--- src/rtl/fetch_queue.sv ---
// -----------------------------------------------------------------------------
// fetch_queue
//
// Instruction buffer between the fetch stage and the issue scheduler. Fetch
// pushes one packet per cycle. Issue pops one packet per cycle when it is not
// stalled. A mispredict flush discards every buffered wrong-path packet.
//
// Packet layout (ENTRY_W = 65): {pred_taken[64], pc[63:32], instr[31:0]}
//
// Ports:
//   clk        system clock
//   reset      synchronous active-high reset
//   flush      mispredict flush; the queue is empty after the next edge
//   enq_valid  fetch presents a packet on enq_data
//   enq_data   packet from fetch
//   enq_ready  queue can accept a packet this cycle (not full)
//   deq_valid  head entry is valid (not empty)
//   deq_data   head packet, first-word fall-through
//   deq_ready  issue consumes the head this cycle
//   count      current occupancy, 0..DEPTH
//   full       count == DEPTH
//   empty      count == 0
//
// DEPTH must be a power of two and at least 2, so that the pointers wrap
// naturally modulo DEPTH.
// -----------------------------------------------------------------------------
module fetch_queue #(
   parameter int DEPTH   = 8,
   parameter int ENTRY_W = 65,
   parameter int CNT_W   = $clog2(DEPTH + 1)
) (
   input  logic               clk,
   input  logic               reset,
   input  logic               flush,
   input  logic               enq_valid,
   input  logic [ENTRY_W-1:0] enq_data,
   output logic               enq_ready,
   output logic               deq_valid,
   output logic [ENTRY_W-1:0] deq_data,
   input  logic               deq_ready,
   output logic [CNT_W-1:0]   count,
   output logic               full,
   output logic               empty
);

   localparam int PTR_W = $clog2(DEPTH);

   logic [ENTRY_W-1:0] r_mem [DEPTH];
   logic [PTR_W-1:0]   r_wr_ptr;
   logic [PTR_W-1:0]   r_rd_ptr;
   logic [CNT_W-1:0]   r_count;

   logic [CNT_W-1:0]   w_count_next;
   logic               w_clear;
   logic               w_enq_fire;
   logic               w_deq_fire;

   // Status outputs come from the count register only. No input feeds them, so
   // there is no combinational path from enq_valid or deq_ready to the
   // handshake outputs. For the same reason a full queue refuses a write even
   // in a cycle where it frees an entry.
   assign full      = (r_count == CNT_W'(DEPTH));
   assign empty     = (r_count == '0);
   assign enq_ready = ~full;
   assign deq_valid = ~empty;
   assign count     = r_count;
   assign deq_data  = r_mem[r_rd_ptr];

   // Reset and flush override both handshakes, so neither a write nor a pointer
   // move happens in a clearing cycle.
   assign w_clear    = reset | flush;
   assign w_enq_fire = enq_valid & enq_ready & ~w_clear;
   assign w_deq_fire = deq_valid & deq_ready & ~w_clear;

   always_comb begin
      // NOTE: the default comes first so that every path assigns the signal
      // and no latch is inferred.
      w_count_next = r_count;
      case ({w_enq_fire, w_deq_fire})
         2'b10:   w_count_next = r_count + CNT_W'(1);
         2'b01:   w_count_next = r_count - CNT_W'(1);
         default: w_count_next = r_count;
      endcase
   end

   // NOTE: sequential state uses non-blocking assignments, so every register
   // samples values from before the edge.
   always_ff @(posedge clk) begin
      if (w_clear) begin
         r_wr_ptr <= '0;
         r_rd_ptr <= '0;
         r_count  <= '0;
      end else begin
         if (w_enq_fire) r_wr_ptr <= r_wr_ptr + PTR_W'(1);
         if (w_deq_fire) r_rd_ptr <= r_rd_ptr + PTR_W'(1);
         r_count <= w_count_next;
      end
   end

   // NOTE: the storage array is deliberately left without a reset. Its contents
   // are meaningless while count says the entries are empty, and leaving out the
   // reset lets the array map onto plain flops or RAM.
   always_ff @(posedge clk) begin
      if (w_enq_fire) r_mem[r_wr_ptr] <= enq_data;
   end

endmodule

--- config.mk ---
export PLATFORM = sky130hd
export DESIGN_NAME = fetch_queue
export DESIGN_NICKNAME = d
export VERILOG_FILES = /design/src/rtl/fetch_queue.sv
export SDC_FILE = /design/constraint.sdc
export NUM_CORES = 1
export LEC_CHECK = 0
export BUFFER_PORTS_ARGS = -buffer_cell sky130_fd_sc_hd__buf_4
export CAP_MARGIN = 20
export CORE_MARGIN = 2
export CORE_UTILIZATION = 47
export CTS_CLUSTER_DIAMETER = 120
export DETAILED_ROUTE_END_ITERATION = 10
export SLEW_MARGIN = 20
export SYNTH_ARGS = -nofsm -noshare
export SYNTH_HDL_FRONTEND = slang
export SYNTH_SLANG_ARGS = --single-unit
--- constraint.sdc ---
create_clock -name clk -period 8.7 [get_ports clk]
set_input_delay 0.87 -clock clk [delete_from_list [all_inputs] [get_ports clk]]
set_output_delay 0.87 -clock clk [all_outputs]
set_load 0.02 [all_outputs]
==> results of run 1 <==
worst paths after layout:
| kind | startpoint | endpoint | slack [ns] |
|---|---|---|---|
| worst max-delay path | flop | deq_data[9] | 4.13 |
| worst min-delay path | r_rd_ptr[1] | flop | 0.46 |
| worst max register to register | count[1] | r_mem[3][7] | 5.48 |
| worst min register to register | r_rd_ptr[1] | flop | 0.46 |
final cells by class:
cell class | instances | area share [%]
diodes | 1 | 0.0106
clock buffers | 59 | 5.89
clock inverters | 40 | 1.37
inverters | 2 | 0.0318
multi-input cells | 257 | 17.4
flip-flops and latches | 533 | 67.2
well taps | 539 | 2.85
repair buffers | 160 | 5.22
metal layers:
layer | GRT usage, % | part of all wire [%] | vias up
met4 | 4.20 | 1.7 | 0
met5 | 0 | 0 | -
met3 | 4.18 | 5.2 | 55
met2 | 28.1 | 48 | 205
met1 | 26.5 | 46 | 4684
li1 | - | - | 3897
critical path, stage by stage, from the launching register on:
cell	delay (ns)
sky130_fd_sc_hd__dfxtp_4	0.76
sky130_fd_sc_hd__buf_4	0.52
sky130_fd_sc_hd__buf_4	0.72
sky130_fd_sc_hd__mux4_2	0.61
sky130_fd_sc_hd__mux2_2	0.30
sky130_fd_sc_hd__buf_4	0.16
state kept, by name, summed over array words and instances, names as in the netlist, named ones only:
signal and cells:
r_mem 520, count 4, r_rd_ptr 3, r_wr_ptr 3
power groups by stage:
| stage | clock network [mW] | registers [mW] | logic (mW) |
|---|---|---|---|
| floorplan | 0 | 2.89 | 0.0462 |
| global placement | 0 | 2.89 | 0.123 |
| detailed placement | 0 | 2.89 | 0.126 |
| CTS | 2.29 | 2.83 | 0.126 |
| global route | 2.39 | 2.83 | 0.135 |
| finish | 2.23 | 2.83 | 0.124 |
cell usage after synthesis:
master                       n  area [um^2]
sky130_fd_sc_hd__clkbuf_1   16         60.1
sky130_fd_sc_hd__nor2_1     15         56.3
sky130_fd_sc_hd__or4_1       1         7.51
sky130_fd_sc_hd__mux2_2     66          743
sky130_fd_sc_hd__ha_1        5         62.6
sky130_fd_sc_hd__inv_1       2         7.51
sky130_fd_sc_hd__o21ai_0     1         5.00
sky130_fd_sc_hd__or4b_1      1         10.0
sky130_fd_sc_hd__a21oi_1     4         20.0
sky130_fd_sc_hd__nor3_1      3         15.0
sky130_fd_sc_hd__nor4b_1     1         8.76
sky130_fd_sc_hd__nand4_1     1         6.26
sky130_fd_sc_hd__buf_2       4         20.0
sky130_fd_sc_hd__dfxtp_1    13          260
sky130_fd_sc_hd__a41oi_1     1         8.76
sky130_fd_sc_hd__or3_1       2         12.5
sky130_fd_sc_hd__nand2_1     7         26.3
sky130_fd_sc_hd__buf_1       9         33.8
sky130_fd_sc_hd__edfxtp_1  520        15600
sky130_fd_sc_hd__buf_6      11          124
sky130_fd_sc_hd__nand3_1     5         25.0
sky130_fd_sc_hd__mux2i_1     2         20.0
sky130_fd_sc_hd__nand2b_1    2         12.5
sky130_fd_sc_hd__xor2_1      7         61.3
sky130_fd_sc_hd__o41ai_1     1         8.76
sky130_fd_sc_hd__mux4_2    130         2930
sky130_fd_sc_hd__or2_1       1         6.26
sky130_fd_sc_hd__or2_2       1         6.26
cells by family after synthesis:
logic type,Yosys count,share of synthesized area [%]
flops,533,78.7
mux,198,18.3
buf+inv,42,1.22
simple gates,40,0.955
compound gates,7,0.211
xor+xnor,7,0.304
fa+ha+maj,5,0.310
==> flow_summary.ini, run 1 <==
[clock_network]
tritoncts_clock_tree = yes
path_clk_slew_ns = 0.06
clockBufferDepth = 3
cts_num_sinks = 533
post_cts.repair.setup_buffers = 0
hold_buffers = 0
insertion_delay_ns = 0.59
clock_root_cell = sky130_fd_sc_hd__clkbuf_16
number_of_cts_inserted_buffers = 54
htree_levels = 2
postCtsResizedCells = 0

[floorplan]
initial_cell_density_of_the_core_pct = 47.9
fp.dieH_um = 211
ioPinCount = 143
core_mm2 = 0.0421
die_width_um = 211
num_rows = 75
die_footprint_mm2 = 0.0446

[run_status]
outcome = finished, final reports clean

[pwr]
portion_of_total_power_attributed_to_the_clock_network_pct = 43.0
vdd_drop_max_uv = 169
p_leak_nw = 7.47
seq_power_share_pct = 54.6
p_int_mw = 4.18
switching_share_pct = 19.5
p_comb_share_pct = 2.4
switchingPower_mw = 1.01
power.density_cell_area_mw_per_mm2 = 219
total_power_mw = 5.19

[layout]
num-fill-cells = 3121
combined_area_of_the_multi_input_logic_cells_mm2 = 0.00411
drive_above_1_share_pct = 42.0
layout.nets = 1083
layout.cells.most_common = sky130_fd_sc_hd__edfxtp_1
final_cell_area_mm2 = 0.0236
layout.cells.most_common_list = sky130_fd_sc_hd__edfxtp_1, sky130_fd_sc_hd__buf_4, sky130_fd_sc_hd__mux4_2
final_core_utilization_pct = 56.1
regArea_mm2 = 0.0159
finalNonFillerCells = 1591
area_delta_synth_final_pct = 17.1

[sta]
hold-worst-slack_ns = 0.464
min_period_over_period_pct = 52.5
fin_crit_ns = 4.57
tightestPinTransition_ns = 0.996
max_freq_mhz = 219
drv_slew = 0
clock_skew_ns = 0.0153
setup-tns-final_ns = 0
final-setup-viol-count = 0
final_critical_path_setup_slack_ns = 4.13
unrepaired_setup_endpoints_after_global_routing = no
relSlewSlack_pct = 33.6
report.final.hold_viol_count = 0

[critical_path]
path_class = flop to primary output
critPathRequiredTime_ns = 7.83
timing.reg2reg.worst_path_depth = 5
worst_setup_path_start_kind = flop
path_max_fanout = 38
setup.worst_path.end_class = primary output
worstPathArrival_ns = 3.70

[global_routing]
grt_util_all_layers_pct = 18.1
grt_max_degree = 66
grt.overflow.total = 0
global_route_wire_length_before_repair_um = 59500
grt_pass1_vias = 9458
antenna_found_initial = 1

[synth]
syn-mean-instance-area_um2 = 24.2
ys_ff_latch = 533
synthCells = 832
ys.warnings.count = 0
mappedNetlistArea_mm2 = 0.0202
syn-num-nets = 907
netlist-cell-type-count = 28
seq_area_frac_synth_pct = 78.7

[detailed_routing]
drc = 0
finalWirelength_um = 39100
avgViaCountPerCell = 5.56
drt_iter0_drcs = 547
ant_nets = 0
num_vias = 8841
avgRoutedWirePerCell_um = 24.6
dr.pass1.iters = 6

[min_path]
hp-class = flop to flop
hold_path_depth = 2

[placed_design]
dpl.hpwl_um = 21100
buffer_ports.inserted = 142
place_congestion = 0.698
numPlacedInstances = 1490
pre_cts_ws_ns = 4.60
postPlaceCellArea_mm2 = 0.0219

[run]
max_cap_violations = 0
Note: power is estimated with default switching activity, not from simulation.
==> inputs of run 2 (changes only) <==
PLACE_DENSITY = 0.67   (was default)
clock period = 3.9 ns   (was 8.7 ns; I/O delays follow)
==> flow_summary.ini, run 2 (synthesis results as in run 1) <==
[placed_design]
numPlacedInstances = 1493
place_congestion = 0.707
postPlaceCellArea_mm2 = 0.0221
buffer_ports.inserted = 142
dpl.hpwl_um = 21000
pre_cts_ws_ns = 1.28

[detailed_routing]
num_vias = 8945
finalWirelength_um = 38400
drt_iter0_drcs = 735
avgRoutedWirePerCell_um = 24.0
ant_nets = 0
dr.pass1.iters = 5
avgViaCountPerCell = 5.59
drc = 0

[clock_network]
path_clk_slew_ns = 0.06
clockBufferDepth = 3
cts_num_sinks = 533
insertion_delay_ns = 0.59
number_of_cts_inserted_buffers = 53
clock_root_cell = sky130_fd_sc_hd__clkbuf_16
tritoncts_clock_tree = yes
htree_levels = 2

[pwr]
switchingPower_mw = 2.20
seq_power_share_pct = 56.3
portion_of_total_power_attributed_to_the_clock_network_pct = 41.0
total_power_mw = 11.2
p_int_mw = 9.02
power.density_cell_area_mw_per_mm2 = 472
vdd_drop_max_uv = 270
switching_share_pct = 19.6
p_leak_nw = 7.47
p_comb_share_pct = 2.6

[min_path]
hp-class = primary input to flop

[floorplan]
core_mm2 = 0.0421
ioPinCount = 143
num_rows = 75
initial_cell_density_of_the_core_pct = 47.9
fp.dieH_um = 211
die_footprint_mm2 = 0.0446
die_width_um = 211

[sta]
tightestPinTransition_ns = 0.701
final_critical_path_setup_slack_ns = 0.831
final-setup-viol-count = 0
fin_crit_ns = 3.07
max_freq_mhz = 326
drv_slew = 0
hold-worst-slack_ns = 0.0317
relSlewSlack_pct = 53.1
unrepaired_setup_endpoints_after_global_routing = no
clock_skew_ns = 0.00876
min_period_over_period_pct = 78.7
report.final.hold_viol_count = 0
setup-tns-final_ns = 0

[layout]
num-fill-cells = 3081
largest_register_ff_count = 520
final_cell_area_mm2 = 0.0238
finalNonFillerCells = 1600
layout.nets = 1095
regArea_mm2 = 0.0159
layout.cells.most_common = sky130_fd_sc_hd__edfxtp_1
layout.cells.most_common_list = sky130_fd_sc_hd__edfxtp_1, sky130_fd_sc_hd__buf_4, sky130_fd_sc_hd__mux4_2
combined_area_of_the_multi_input_logic_cells_mm2 = 0.00412
drive_above_1_share_pct = 41.2
area_delta_synth_final_pct = 17.9
reg_with_most_ffs = r_mem
final_core_utilization_pct = 56.4

[global_routing]
grt_util_all_layers_pct = 17.7
antenna_found_initial = 4
grt_max_degree = 66
grt_pass1_vias = 9469
global_route_wire_length_before_repair_um = 58000
grt.overflow.total = 0

[critical_path]
path_class = flop to primary output
critical-path-slowest-cell = sky130_fd_sc_hd__dfxtp_4
path_max_fanout = 21
worst_setup_path_start_kind = flop
setup.worst_path.end_class = primary output
critical-path-max-stage-delay_ns = 0.56
worst-path-buf-inv = 2
worstPathArrival_ns = 2.68
cell_class_contributing_the_biggest_share_of_worst_path_delay = multiplexers
critPathRequiredTime_ns = 3.51
cp_cell_sequence = buf_4, mux4_2, mux2_2, buf_4
cp_common_cell = sky130_fd_sc_hd__buf_4

[run]
max_cap_violations = 0

[run_status]
outcome = finished, final reports clean
## run 2: changes by cell type in the layout (fill, tap and decap cells not counted), moves of 2 or more
cell,previous run,this run
sky130_fd_sc_hd__buf_12,1,16
sky130_fd_sc_hd__buf_4,158,146
sky130_fd_sc_hd__clkbuf_1,4,15
sky130_fd_sc_hd__dlygate4sd3_1,0,11
sky130_fd_sc_hd__clkinv_1,22,12
sky130_fd_sc_hd__bufinv_16,5,1
sky130_fd_sc_hd__clkinv_2,10,7
sky130_fd_sc_hd__clkbuf_16,55,53
sky130_fd_sc_hd__clkinv_8,2,0
sky130_fd_sc_hd__diode_2,1,3
sky130_fd_sc_hd__inv_6,0,2
sky130_fd_sc_hd__nor3_2,2,0
sky130_fd_sc_hd__nor3_4,0,2
## run 2: power by group through the flow
stage	clock, mW	sequential [mW]	combinational, mW
finish	4.60	6.32	0.293
global route	4.93	6.32	0.318
global placement	0	6.44	0.277
detailed placement	0	6.44	0.287
floorplan	0	6.44	0.103
CTS	4.73	6.32	0.298
## run 2: timing repair
item / CTS / global route
buffers inserted: 0 / 0
resized for setup: 0 / 0
hold endpoints to repair: 55 / 0
hold buffers: 11 / 0
## run 2: final timing paths
kind | startpoint | endpoint | slack [ns] | depth (start not counted)
hold reg to reg | r_rd_ptr[1] | flop | 0.49 | 2
setup reg to reg | count[1] | count[2] | 1.26 | 10
hold / removal | enq_data[4] | r_mem[5][4] | 0.03 | 1
setup / recovery | flop | deq_data[1] | 0.83 | 4
## run 2: layer usage
metal,up-vias,track usage [%],part of all wire [%]
met5,-,0,0.034
met2,237,27.3,48
li1,3924,-,-
met3,55,4.22,6.5
met4,2,5.03,1.9
met1,4727,25.5,44
## run 2: cell type report
type / instances / share of cell area, %
sequential: 533 / 66.8
tap: 539 / 2.84
timing repair buffer: 173 / 6.42
multi-input combinational: 257 / 17.3
clock inverter: 24 / 0.658
antenna: 3 / 0.0316
clock buffer: 69 / 5.87
inverter: 2 / 0.0316
## run 2: worst register-to-register path, cell delays in order (launching register included)
cell	delay (ns)
sky130_fd_sc_hd__dfxtp_1	0.38
sky130_fd_sc_hd__or4_1	0.64
sky130_fd_sc_hd__nand2_1	0.16
sky130_fd_sc_hd__nor2_1	0.08
sky130_fd_sc_hd__ha_1	0.27
sky130_fd_sc_hd__xor2_1	0.17
sky130_fd_sc_hd__ha_1	0.18
sky130_fd_sc_hd__a21oi_1	0.15
sky130_fd_sc_hd__xor2_1	0.09
sky130_fd_sc_hd__or3_1	0.31
sky130_fd_sc_hd__a21oi_1	0.15
